===== config.mk =====
export PLATFORM = sky130hd
export DESIGN_NAME = weight_store_loader_flat
export DESIGN_NICKNAME = d
export VERILOG_FILES = /design/src/rtl/weight_load_pkg.sv /design/src/rtl/weight_store_loader_if.sv /design/src/rtl/weight_addr_counter.sv /design/src/rtl/weight_store_loader.sv /design/src/flat_wrapper.sv
export SDC_FILE = /design/constraint.sdc
export NUM_CORES = 1
export LEC_CHECK = 0
export CELL_PAD_IN_SITES_DETAIL_PLACEMENT = 1
export CELL_PAD_IN_SITES_GLOBAL_PLACEMENT = 1
export CORE_UTILIZATION = 40
export CTS_BUF_LIST = sky130_fd_sc_hd__clkbuf_2 sky130_fd_sc_hd__clkbuf_4 sky130_fd_sc_hd__clkbuf_8
export CTS_CLUSTER_DIAMETER = 60
export DETAILED_ROUTE_END_ITERATION = 10
export PLACE_DENSITY_LB_ADDON = 0.1
export SKIP_CTS_REPAIR_TIMING = 1
export SLEW_MARGIN = 30
export SYNTH_ARGS = -nofsm -noshare
export SYNTH_HDL_FRONTEND = slang
export SYNTH_SLANG_ARGS = --single-unit

===== constraint.sdc =====
create_clock -name clk -period 4 [get_ports clk]
set_input_delay 1.2 -clock clk [delete_from_list [all_inputs] [get_ports clk]]
set_output_delay 1.2 -clock clk [all_outputs]
set_load 0.01 [all_outputs]

===== src/rtl/weight_load_pkg.sv =====
// ---------------------------------------------------------------------------
// weight_load_pkg
//   Shared definitions for the weight-memory write side.
//   - State codes of the store sequencer. The weight memory decodes
//     weight_fsm_cs with the same constants, so they must not change.
//   - Default word counts for each stored layer.
//   - next_layer(): layer that follows a given store layer.
//   - is_store_state(): true for the layers that accept stream words.
// ---------------------------------------------------------------------------
package weight_load_pkg;

    typedef logic [3:0] state_t;

    localparam state_t ST_IDLE   = 4'b0000;
    localparam state_t ST_L1     = 4'b0001;
    localparam state_t ST_L2     = 4'b0010;
    localparam state_t ST_L4     = 4'b0011;
    localparam state_t ST_L5     = 4'b0100;
    localparam state_t ST_L7     = 4'b0101;
    localparam state_t ST_HOLD   = 4'b0110;
    localparam state_t ST_FINISH = 4'b1111;

    localparam int WORD_W     = 16;
    localparam int DEF_L1_NUM = 216;  // 3x3x3x8
    localparam int DEF_L2_NUM = 576;  // 3x3x8x8
    localparam int DEF_L4_NUM = 576;
    localparam int DEF_L5_NUM = 576;
    localparam int DEF_L7_NUM = 400;  // two 200-word banks

    // The value after L7 is never used for a store (L7 ends in FINISH and
    // a new start reloads L2), so it falls back to L2.
    function automatic state_t next_layer(input state_t s);
        case (s)
            ST_L1:   next_layer = ST_L2;
            ST_L2:   next_layer = ST_L4;
            ST_L4:   next_layer = ST_L5;
            ST_L5:   next_layer = ST_L7;
            default: next_layer = ST_L2;
        endcase
    endfunction

    function automatic logic is_store_state(input state_t s);
        is_store_state = (s == ST_L1) || (s == ST_L2) || (s == ST_L4) ||
                         (s == ST_L5) || (s == ST_L7);
    endfunction

endpackage


===== src/rtl/weight_store_loader_if.sv =====
// ---------------------------------------------------------------------------
// weight_store_loader_if
//   Stream input and memory write port of the weight store loader.
//   master : the loader (consumes the stream, drives the write port)
//   slave  : host/DMA plus weight memory side
//   Signals:
//     in_valid, in_data      stream word offered to the loader
//     in_ready               loader accepts the word this cycle
//     write_weight_signal    memory write strobe
//     write_weight_addr      memory write address
//     write_weight_data      memory write data
// ---------------------------------------------------------------------------
interface weight_store_loader_if #(
    parameter int ADDR_W = 16,
    parameter int DATA_W = 16
) ();

    logic              in_valid;
    logic [DATA_W-1:0] in_data;
    logic              in_ready;
    logic              write_weight_signal;
    logic [ADDR_W-1:0] write_weight_addr;
    logic [DATA_W-1:0] write_weight_data;

    modport master (
        input  in_valid,
        input  in_data,
        output in_ready,
        output write_weight_signal,
        output write_weight_addr,
        output write_weight_data
    );

    modport slave (
        output in_valid,
        output in_data,
        input  in_ready,
        input  write_weight_signal,
        input  write_weight_addr,
        input  write_weight_data
    );

endinterface


===== src/rtl/weight_addr_counter.sv =====
// ---------------------------------------------------------------------------
// weight_addr_counter
//   Per-layer word counter; its value is the write address of the word
//   being accepted. Clear has priority over increment.
//   Ports:
//     clk    clock
//     rst    asynchronous, active-low reset (count -> 0)
//     clr    synchronous clear to 0
//     inc    increment by one
//     count  current count
// ---------------------------------------------------------------------------
module weight_addr_counter #(
    parameter int ADDR_W = 16
) (
    input  logic              clk,
    input  logic              rst,
    input  logic              clr,
    input  logic              inc,
    output logic [ADDR_W-1:0] count
);

    always_ff @(posedge clk or negedge rst) begin
        if (!rst) begin
            count <= '0;
        end else if (clr) begin
            count <= '0;
        end else if (inc) begin
            count <= count + 1'b1;
        end
    end

endmodule


===== src/rtl/weight_store_loader.sv =====
// ---------------------------------------------------------------------------
// weight_store_loader
//   Write-side initiator for the weight local memory. Takes 16-bit weight
//   words over a valid/ready stream and writes them to the weight memory,
//   layer by layer (L1, L2, L4, L5, L7). Each layer restarts at address 0
//   because the memory is reused per layer. After each layer the loader
//   waits in HOLD for load_next; after L7 it parks in FINISH.
//
//   Ports:
//     clk                clock
//     rst                asynchronous, active-low reset
//     start              begin a full load sequence (IDLE/FINISH only)
//     load_next          load the next layer (HOLD only)
//     bus                stream + memory write port (master modport)
//     weight_fsm_cs      registered state code
//     weight_store_done  one-cycle pulse, cycle after the last layer write
//     weight_checksum    16-bit wrapping sum of the finished layer
//
//   Build option:
//     WEIGHT_CHECKSUM_EN  when defined, accumulates the layer checksum and
//                         latches it with weight_store_done; otherwise
//                         weight_checksum is tied to 0.
// ---------------------------------------------------------------------------
module weight_store_loader
    import weight_load_pkg::*;
#(
    parameter int L1_NUM = DEF_L1_NUM,
    parameter int L2_NUM = DEF_L2_NUM,
    parameter int L4_NUM = DEF_L4_NUM,
    parameter int L5_NUM = DEF_L5_NUM,
    parameter int L7_NUM = DEF_L7_NUM,
    parameter int ADDR_W = 16,
    parameter int DATA_W = WORD_W
) (
    input  logic                 clk,
    input  logic                 rst,
    input  logic                 start,
    input  logic                 load_next,
    weight_store_loader_if.master bus,
    output logic [3:0]           weight_fsm_cs,
    output logic                 weight_store_done,
    output logic [DATA_W-1:0]    weight_checksum
);

    state_t            state;
    state_t            next_layer_reg;
    logic [ADDR_W-1:0] count_p0;
    logic [ADDR_W-1:0] layer_last;
    logic              store_st;
    logic              start_ok;
    logic              next_ok;
    logic              xfer_p0;
    logic              last_p0;
    logic              cnt_clr_p0;
    logic              cnt_inc_p0;

    logic              vld_p1;
    logic [ADDR_W-1:0] wr_addr_p1;
    logic [DATA_W-1:0] wr_data_p1;
    logic              done_p1;
    logic              done_p2;

    // ---- stage p0: handshake, layer bookkeeping --------------------------
    assign store_st     = is_store_state(state);
    assign bus.in_ready = store_st;
    assign xfer_p0      = bus.in_valid && store_st;
    assign start_ok     = start && ((state == ST_IDLE) || (state == ST_FINISH));
    assign next_ok      = load_next && (state == ST_HOLD);

    always_comb begin
        layer_last = ADDR_W'(L1_NUM - 1);
        case (state)
            ST_L2:   layer_last = ADDR_W'(L2_NUM - 1);
            ST_L4:   layer_last = ADDR_W'(L4_NUM - 1);
            ST_L5:   layer_last = ADDR_W'(L5_NUM - 1);
            ST_L7:   layer_last = ADDR_W'(L7_NUM - 1);
            default: ;
        endcase
    end

    assign last_p0    = xfer_p0 && (count_p0 == layer_last);
    assign cnt_clr_p0 = start_ok || next_ok || last_p0;
    assign cnt_inc_p0 = xfer_p0;

    weight_addr_counter #(
        .ADDR_W (ADDR_W)
    ) u_addr_counter (
        .clk   (clk),
        .rst   (rst),
        .clr   (cnt_clr_p0),
        .inc   (cnt_inc_p0),
        .count (count_p0)
    );

    // start and load_next are mutually exclusive by state, so at most one
    // of start_ok / next_ok is ever set; the last word of a layer can only
    // arrive in a store state, where neither is set.
    always_ff @(posedge clk or negedge rst) begin
        if (!rst) begin
            state          <= ST_IDLE;
            next_layer_reg <= ST_L2;
        end else if (start_ok) begin
            state          <= ST_L1;
            next_layer_reg <= ST_L2;
        end else if (next_ok) begin
            state          <= next_layer_reg;
        end else if (last_p0) begin
            state          <= (state == ST_L7) ? ST_FINISH : ST_HOLD;
            next_layer_reg <= next_layer(state);
        end
    end

    assign weight_fsm_cs = state;

    // ---- stage p1: registered memory write port --------------------------
    // Address/data only load on a transfer so they hold between writes.
    always_ff @(posedge clk or negedge rst) begin
        if (!rst) begin
            vld_p1     <= 1'b0;
            wr_addr_p1 <= '0;
            wr_data_p1 <= '0;
            done_p1    <= 1'b0;
        end else begin
            vld_p1  <= xfer_p0;
            done_p1 <= last_p0;
            if (xfer_p0) begin
                wr_addr_p1 <= count_p0;
                wr_data_p1 <= bus.in_data;
            end
        end
    end

    assign bus.write_weight_signal = vld_p1;
    assign bus.write_weight_addr   = wr_addr_p1;
    assign bus.write_weight_data   = wr_data_p1;

    // ---- stage p2: layer done pulse --------------------------------------
    always_ff @(posedge clk or negedge rst) begin
        if (!rst) begin
            done_p2 <= 1'b0;
        end else begin
            done_p2 <= done_p1;
        end
    end

    assign weight_store_done = done_p2;

`ifdef WEIGHT_CHECKSUM_EN
    logic [DATA_W-1:0] sum_p1;
    logic [DATA_W-1:0] checksum_p2;

    // Sum is cleared on layer entry. When done_p1 is set the sum already
    // includes the last word, and a same-edge clear (load_next/start right
    // after the layer) still lets the old value be latched here.
    always_ff @(posedge clk or negedge rst) begin
        if (!rst) begin
            sum_p1 <= '0;
        end else if (start_ok || next_ok) begin
            sum_p1 <= '0;
        end else if (xfer_p0) begin
            sum_p1 <= sum_p1 + bus.in_data;
        end
    end

    always_ff @(posedge clk or negedge rst) begin
        if (!rst) begin
            checksum_p2 <= '0;
        end else if (done_p1) begin
            checksum_p2 <= sum_p1;
        end
    end

    assign weight_checksum = checksum_p2;
`else
    assign weight_checksum = '0;
`endif

endmodule

===== src/flat_wrapper.sv =====
// flat-port wrapper written by rule: the top's interface ports become plain ports
module weight_store_loader_flat import weight_load_pkg::*;
#(
    parameter int L1_NUM = DEF_L1_NUM,
    parameter int L2_NUM = DEF_L2_NUM,
    parameter int L4_NUM = DEF_L4_NUM,
    parameter int L5_NUM = DEF_L5_NUM,
    parameter int L7_NUM = DEF_L7_NUM,
    parameter int ADDR_W = 16,
    parameter int DATA_W = WORD_W
)
  (clk, rst, start, load_next, weight_fsm_cs, weight_store_done, weight_checksum, bus_in_valid, bus_in_data, bus_in_ready, bus_write_weight_signal, bus_write_weight_addr, bus_write_weight_data);
  weight_store_loader_if #(.ADDR_W(ADDR_W), .DATA_W(DATA_W)) bus_i ();
  input  logic clk;
  input  logic rst;
  input  logic start;
  input  logic load_next;
  output logic [3:0] weight_fsm_cs;
  output logic weight_store_done;
  output logic [DATA_W-1:0] weight_checksum;
  input wire logic [$bits(bus_i.in_valid)-1:0] bus_in_valid;
  input wire logic [$bits(bus_i.in_data)-1:0] bus_in_data;
  output wire logic [$bits(bus_i.in_ready)-1:0] bus_in_ready;
  output wire logic [$bits(bus_i.write_weight_signal)-1:0] bus_write_weight_signal;
  output wire logic [$bits(bus_i.write_weight_addr)-1:0] bus_write_weight_addr;
  output wire logic [$bits(bus_i.write_weight_data)-1:0] bus_write_weight_data;
  assign bus_i.in_valid = bus_in_valid;
  assign bus_i.in_data = bus_in_data;
  assign bus_in_ready = bus_i.in_ready;
  assign bus_write_weight_signal = bus_i.write_weight_signal;
  assign bus_write_weight_addr = bus_i.write_weight_addr;
  assign bus_write_weight_data = bus_i.write_weight_data;
  weight_store_loader #(.L1_NUM(L1_NUM), .L2_NUM(L2_NUM), .L4_NUM(L4_NUM), .L5_NUM(L5_NUM), .L7_NUM(L7_NUM), .ADDR_W(ADDR_W), .DATA_W(DATA_W)) u_core (.clk(clk), .rst(rst), .start(start), .load_next(load_next), .bus(bus_i), .weight_fsm_cs(weight_fsm_cs), .weight_store_done(weight_store_done), .weight_checksum(weight_checksum));
endmodule

# --- After elaboration in Yosys (flattened, before gate mapping) ---
# Cells that the tools add are included.
# Widths: inputs -> output; s select.
op_classes:
  muxes: 11
  bitwise_logic: 0
  n_mul: 0
  n_div: 0
  add_sub_neg: 1
  reduce_logical: 17
  magnitude_cmp: 0
  shifts: 0
  n_eq_ne: 9
ops:
  columns: ["op", "n"]
  rows:
  - ["$mux 16", 2]
  - ["$mux 4", 7]
  - ["$pmux 10 s2", 1]
  - ["$add 16x1->16 const B", 1]
  - ["$eq 16x10->1", 1]
  - ["$eq 4x3->1 const B", 3]
  - ["$pmux 3 s3", 1]
  - ["$eq 4x2->1 const B", 2]
  - ["$logic_or 1x1->1", 7]
  - ["$eq 4x1->1 const B", 1]
  - ["$eq 4x4->1 const B", 1]
  - ["$logic_and 1x1->1", 4]
  - ["$logic_not 4->1", 1]
  - ["$reduce_bool 2->1", 2]
  - ["$reduce_bool 3->1", 1]
  - ["$reduce_or 3->1", 1]
  - ["$ne 2x1->1 const B", 1]
  - ["$reduce_and 2->1", 1]
totals:
  rom_bits: 0
  reg_bits: 59
  mem_count: 0
  mem_bits_rw: 0
  out_inout_bits: 55
  latch_bits: 0
  in_bits: 21
  wordCells: 46

# --- Longest topological paths before layout ---
logic_depth:
  word_depth: 10
  ltp_mapped: 8
  mapped_depth_nobuf: 6

# --- Cells and area by module ---
# From an unflattened synthesis, not the netlist that was laid out.
hier_totals:
  hier_cells: 268
  hier_area_um2: 2856.5
modules_own_cells:
  columns: ["module", "seq_area_each_um2", "area_each_um2", "n_inst", "cells_per_inst"]
  rows:
  - ["weight_store_loader", 1052.3, 1984.4, 1, 186]
  - ["weight_addr_counter", 400.4, 872.1, 1, 82]

# --- Worst setup path after synthesis ---
# No wires, ideal clock.
synth_path:
  path_type: "in2reg"
  start: "input port bus_in_valid"
  end: "register u_core.u_addr_counter.count[13]"
  slack_ns: 1.495
  t_required_ns: 3.871
  n_path_buf: 1
  arrival_ns: 2.377
  stages: 6
  setup_time_ns: 0.129
  cell_sequence: "inv_1 -> or4_1 -> buf_2 -> nor4_4 -> xnor2_1 -> nor3_2"
synth_via:
  elab_chain_cells: 4
  elab_cells_between_ends: 5
  cone_classes: "1 x mux; 4 x reduce/logical"
synth_rtl:
  columns: ["item", "line_no", "source"]
  rows:
  - ["start, declared", "flat_wrapper.sv:21", "input wire logic [$bits(bus_i.in_valid)-1:0] bus_in_valid;"]
  - ["$logic_and 1x1->1 *", "weight_store_loader.sv:66", "assign xfer_p0 = bus.in_valid && store_st;"]
  - ["$logic_and 1x1->1", "weight_store_loader.sv:81", "assign last_p0 = xfer_p0 && (count_p0 == layer_last);"]
  - ["$logic_or 1x1->1", "weight_store_loader.sv:82", "assign cnt_clr_p0 = start_ok || next_ok || last_p0;"]
  - ["$mux 16 or $reduce_bool 2->1 (tied branches)", null, null]
  - ["end signal, assigned", "weight_addr_counter.sv:28", "count <= count + 1'b1;"]
  - ["end, declared", "weight_addr_counter.sv:19", "output logic [ADDR_W-1:0] count"]
# Every way passes the cells marked *; elsewhere a longest branch is shown, timed or not.
# A chain may end at the register's enable or synchronous reset.

# --- Worst setup path in the final report ---
layout_path:
  start: "input port bus_in_valid"
  end: "register u_core.wr_addr_p1[7] (netlist: u_core.bus.write_weight_addr[7])"
layout_via:
  elab_chain_cells: 1
layout_rtl:
  columns: ["item", "line_no", "source"]
  rows:
  - ["$logic_and 1x1->1", "weight_store_loader.sv:66", null]
  - ["end signal, assigned", "weight_store_loader.sv:127", "wr_addr_p1 <= count_p0;"]
  - ["end, declared", "weight_store_loader.sv:58", "logic [ADDR_W-1:0] wr_addr_p1;"]
# Every way passes these cells.

==> out/summary.md <==
The placed instance area was 3448 um2; the maximum level of the CTS H-tree was 3. The detailed-routed wire length on met2 was 3266 um. The final-layout fill cell count is 796. The data arrival time at the worst-slack endpoint is 3.28 ns. The number of clock buffers added by TritonCTS is 9.

Number of top-level pins: 76. The setup path with the least slack is of type in -> reg. The most prevalent standard cell on the critical path was nand2_1. The floorplan has 30 rows.

For the power share of the clock group, the log shows 33.4%. The min-delay analysis places its worst path in the category reg -> reg. Clock-pin slew was measured on the worst setup and hold paths at 0.07 ns. The highest layer touched by signal routing is met4. The first global-routing pass estimated 11290 um of wire. The achievable frequency is 0.3270 GHz, and the number of antenna violations at the first check in global routing is 0.

Synthesis produced 301 cells. Summing over every cut layer, the via total after detailed routing is 2255. The placeable core region is 6832 um2, and the via count of the first global-routing pass is 2348.

Clock period minus worst slack: 3.059 ns. The worst clock skew was 0.005849 ns; the horizontal extent of the die was 86.45 um. Yosys attributes the largest share of cell area to dfrtp_1, nand2_1, buf_4, nor3_2, xnor2_1. The cell area that synthesis handed to floorplanning was 2853 um2.

The count of buffers from port buffering works out to 59. The logs give 460 for the post-route non-filler standard cell count and 1.34 ns for the register-to-register setup slack. The final setup violation count is 0, and the clock latency of the later-clocked register in the worst-skew pair is 0.33 ns. Routability-driven placement finished with a final weighted congestion of 0.7722. The logs give 242 um for the met3 layer wire length in the routed design and 0 for the total grt overflow. The largest voltage drop on the vdd net was 0.2098 mV. The max-slew violation total from the final report is 0, and the count of distinct cell types in the synthesized netlist is 47.

The slowest stage of the critical path belongs to the cell clkinv_1. The run gives 381 as the final layout net count. The worst pin sits at a relative slew slack of 45.66%. The transition time at the pin with the least slew margin works out to 0.8132 ns. The most used flip-flop cell after synthesis is dfrtp_1. At the worst endpoint, the required time is 4.22 ns. Of all nets on the critical path, the largest fanout is 18. In the routed design, unresolved DRC markers number 0. The tools report the total wirelength of the detailed-routed design as 6778 um. The largest incremental delay on the critical path came out at 0.61 ns.

The worst setup path is launched from an input port. After synthesis the netlist holds a flip-flop and latch count of 58. Registers take 1453 um2.

Once the floorplan was initialized, standard cells occupied 41.76% of the core. The tools report the endpoint type of the worst setup path as a flop. Cells with a size suffix above 1 make up 11.81% of the layout. The vertical die dimension was 86.45 um.

Dividing the detail-routed wire length by the instance count gives 14.73 um. The run finished with clean final reports. Setup slack closes at 0.9415 ns.

The half-perimeter wire length of the detailed placement result was 4761 um; the switching portion of total power was 30.49%. After the first detailed-routing iteration, the DRC count stood at 100. The post-route met1 wirelength was 3204 um; the remaining number of nets flagged by the antenna check after routing was 0.

The number of buffers on the longest clock path is 2. After synthesis, the largest area contributor takes up 50.00% of total cell area. The global-route usage over all layers was 19.86%; the share of flip-flops with an asynchronous set or reset after synthesis was 100.0%. Number of max-capacitance violations reported: 0. The largest area contributor in the netlist was dfrtp_1. The share of the Yosys chip area taken by registers is 50.92%.

The finished cells cover 3671 um2. In this run the clock root is driven by a clkbuf_8. For this design the total switching power over the nets is 0.0005532 W. TritonCTS built the clock tree. The die covers 7474 um2. The first-pass detailed-route iteration total is 4. Cell internal power was estimated by the tool at 0.001261 W. The combinational cell fraction of total power came out at 22.8%. Sorting the synthesized cells by how often they occur yields nand2_1, dfrtp_1, buf_4. The accumulated negative setup slack was 0 ns; the static leakage was 1.731 nW.

The signed area change from the synthesized netlist to the final layout is 28.68%, and the total power density per cell area is 494.3 nW/um2. In the post-synthesis netlist, the cell with the most instances is nand2_1. Traced cell by cell, the critical path runs through clkdlybuf4s50_1, inv_1, or3_1, clkinv_1, buf_4, nand2_1, nand2_1.

Registers are responsible for 43.8% of the overall power. The run gives 444 as the placed cell count. The number of flops mapped to enable cells by yosys was 0; the total clock sinks was 58.

Setup repair after global routing left no endpoint under its margin. The final hold violation count was 0; the pre-CTS worst setup slack was 0.6188 ns. During synthesis, Yosys emitted a total of 0 warnings. Average via count per standard cell: 4.902. The area of the multi-input gates is 1230 um2.

The repair_antennas step left the layout with diodes totalling 0. The largest net degree at the start of global routing was 36; the period utilization was 76.46%. After synthesis, the mean cell area works out to 9.478 um2.
## power by group through the flow
| stage | clock network (W) | logic, W | registers [W] |
|---|---|---|---|
| finish | 0.000606 | 0.000414 | 0.000795 |
| global route | 0.000637 | 0.000458 | 0.000811 |
| CTS | 0.000618 | 0.000420 | 0.000796 |
| detailed placement | 0 | 0.000418 | 0.000805 |
| global placement | 0 | 0.000401 | 0.000802 |
| floorplan | 0 | 0.000261 | 0.000770 |
## cell type report
type                    instances  share of cell area [%]
repair buffers                 64                   16.97
inverters                       6                  0.6135
multi-input cells             220                   33.50
clock buffers                  11                   3.954
clock inverters                 5                   2.113
well taps                      96                   3.272
flip-flops and latches         58                   39.57
## final timing paths
path                                               from                              end  cells after the start
worst min-delay path                     u_core.done_p1         u_core.weight_store_done                      0
worst min register to register           u_core.done_p1         u_core.weight_store_done                      0
max in group asynchronous                           rst  u_core.bus.write_weight_addr[3]                      2
worst max-delay path                       bus_in_valid  u_core.bus.write_weight_addr[7]                      7
min in group asynchronous                           rst         u_core.weight_store_done                      1
worst max register to register  u_core.weight_fsm_cs[1]  u_core.bus.write_weight_addr[7]                      6
## stage by stage
step	hold slack [ns]	power [W]	util (%)
2_1_floorplan	0.3312	0.001031	-
3_3_place_gp	0.3326	0.001203	50.48
3_5_place_dp	0.3427	0.001222	50.48
4_1_cts	0.3584	0.001834	53.74
5_1_grt	0.3821	0.001906	53.74
6_report	0.3563	0.001815	53.74
## worst max-delay path, delay by kind of cell
kind                   cells  cell delay [ns]
buffers and inverters      4             1.52
and+or+nand+nor            3             0.55
## placed cells by master (no fill, tap or decap), types with 6 or more instances in the layout
cell type,Yosys,layout
xnor2_1,12,12
clkdlybuf4s50_1,0,58
clkbuf_8,0,10
nor3_2,11,11
nand2_1,108,108
nor3_1,11,11
nand3_1,6,6
dfrtp_1,57,57
conb_1,1,16
## cells by family (layout without fill, tap and decap cells)
kind of cell | after synthesis | count (layout) | synth area share (%)
AND/OR/NAND/NOR | 171 | 171 | 30.88
flip-flops | 58 | 58 | 50.92
buffers and inverters | 38 | 86 | 8.465
XOR/XNOR | 15 | 15 | 4.605
AO/OA/AOI/OAI | 13 | 13 | 3.114
multiplexers | 4 | 4 | 1.447
adder cells (fa/ha/maj) | 1 | 1 | 0.4385
other | 1 | 16 | 0.1315
## routing by layer
layer,GRT usage (%),vias to the layer above
li1,-,1075
met1,26.38,1123
met2,31.96,53
met3,3.810,4
met4,8.182,0
met5,0,-
Note: power is estimated with default switching activity, not from simulation.
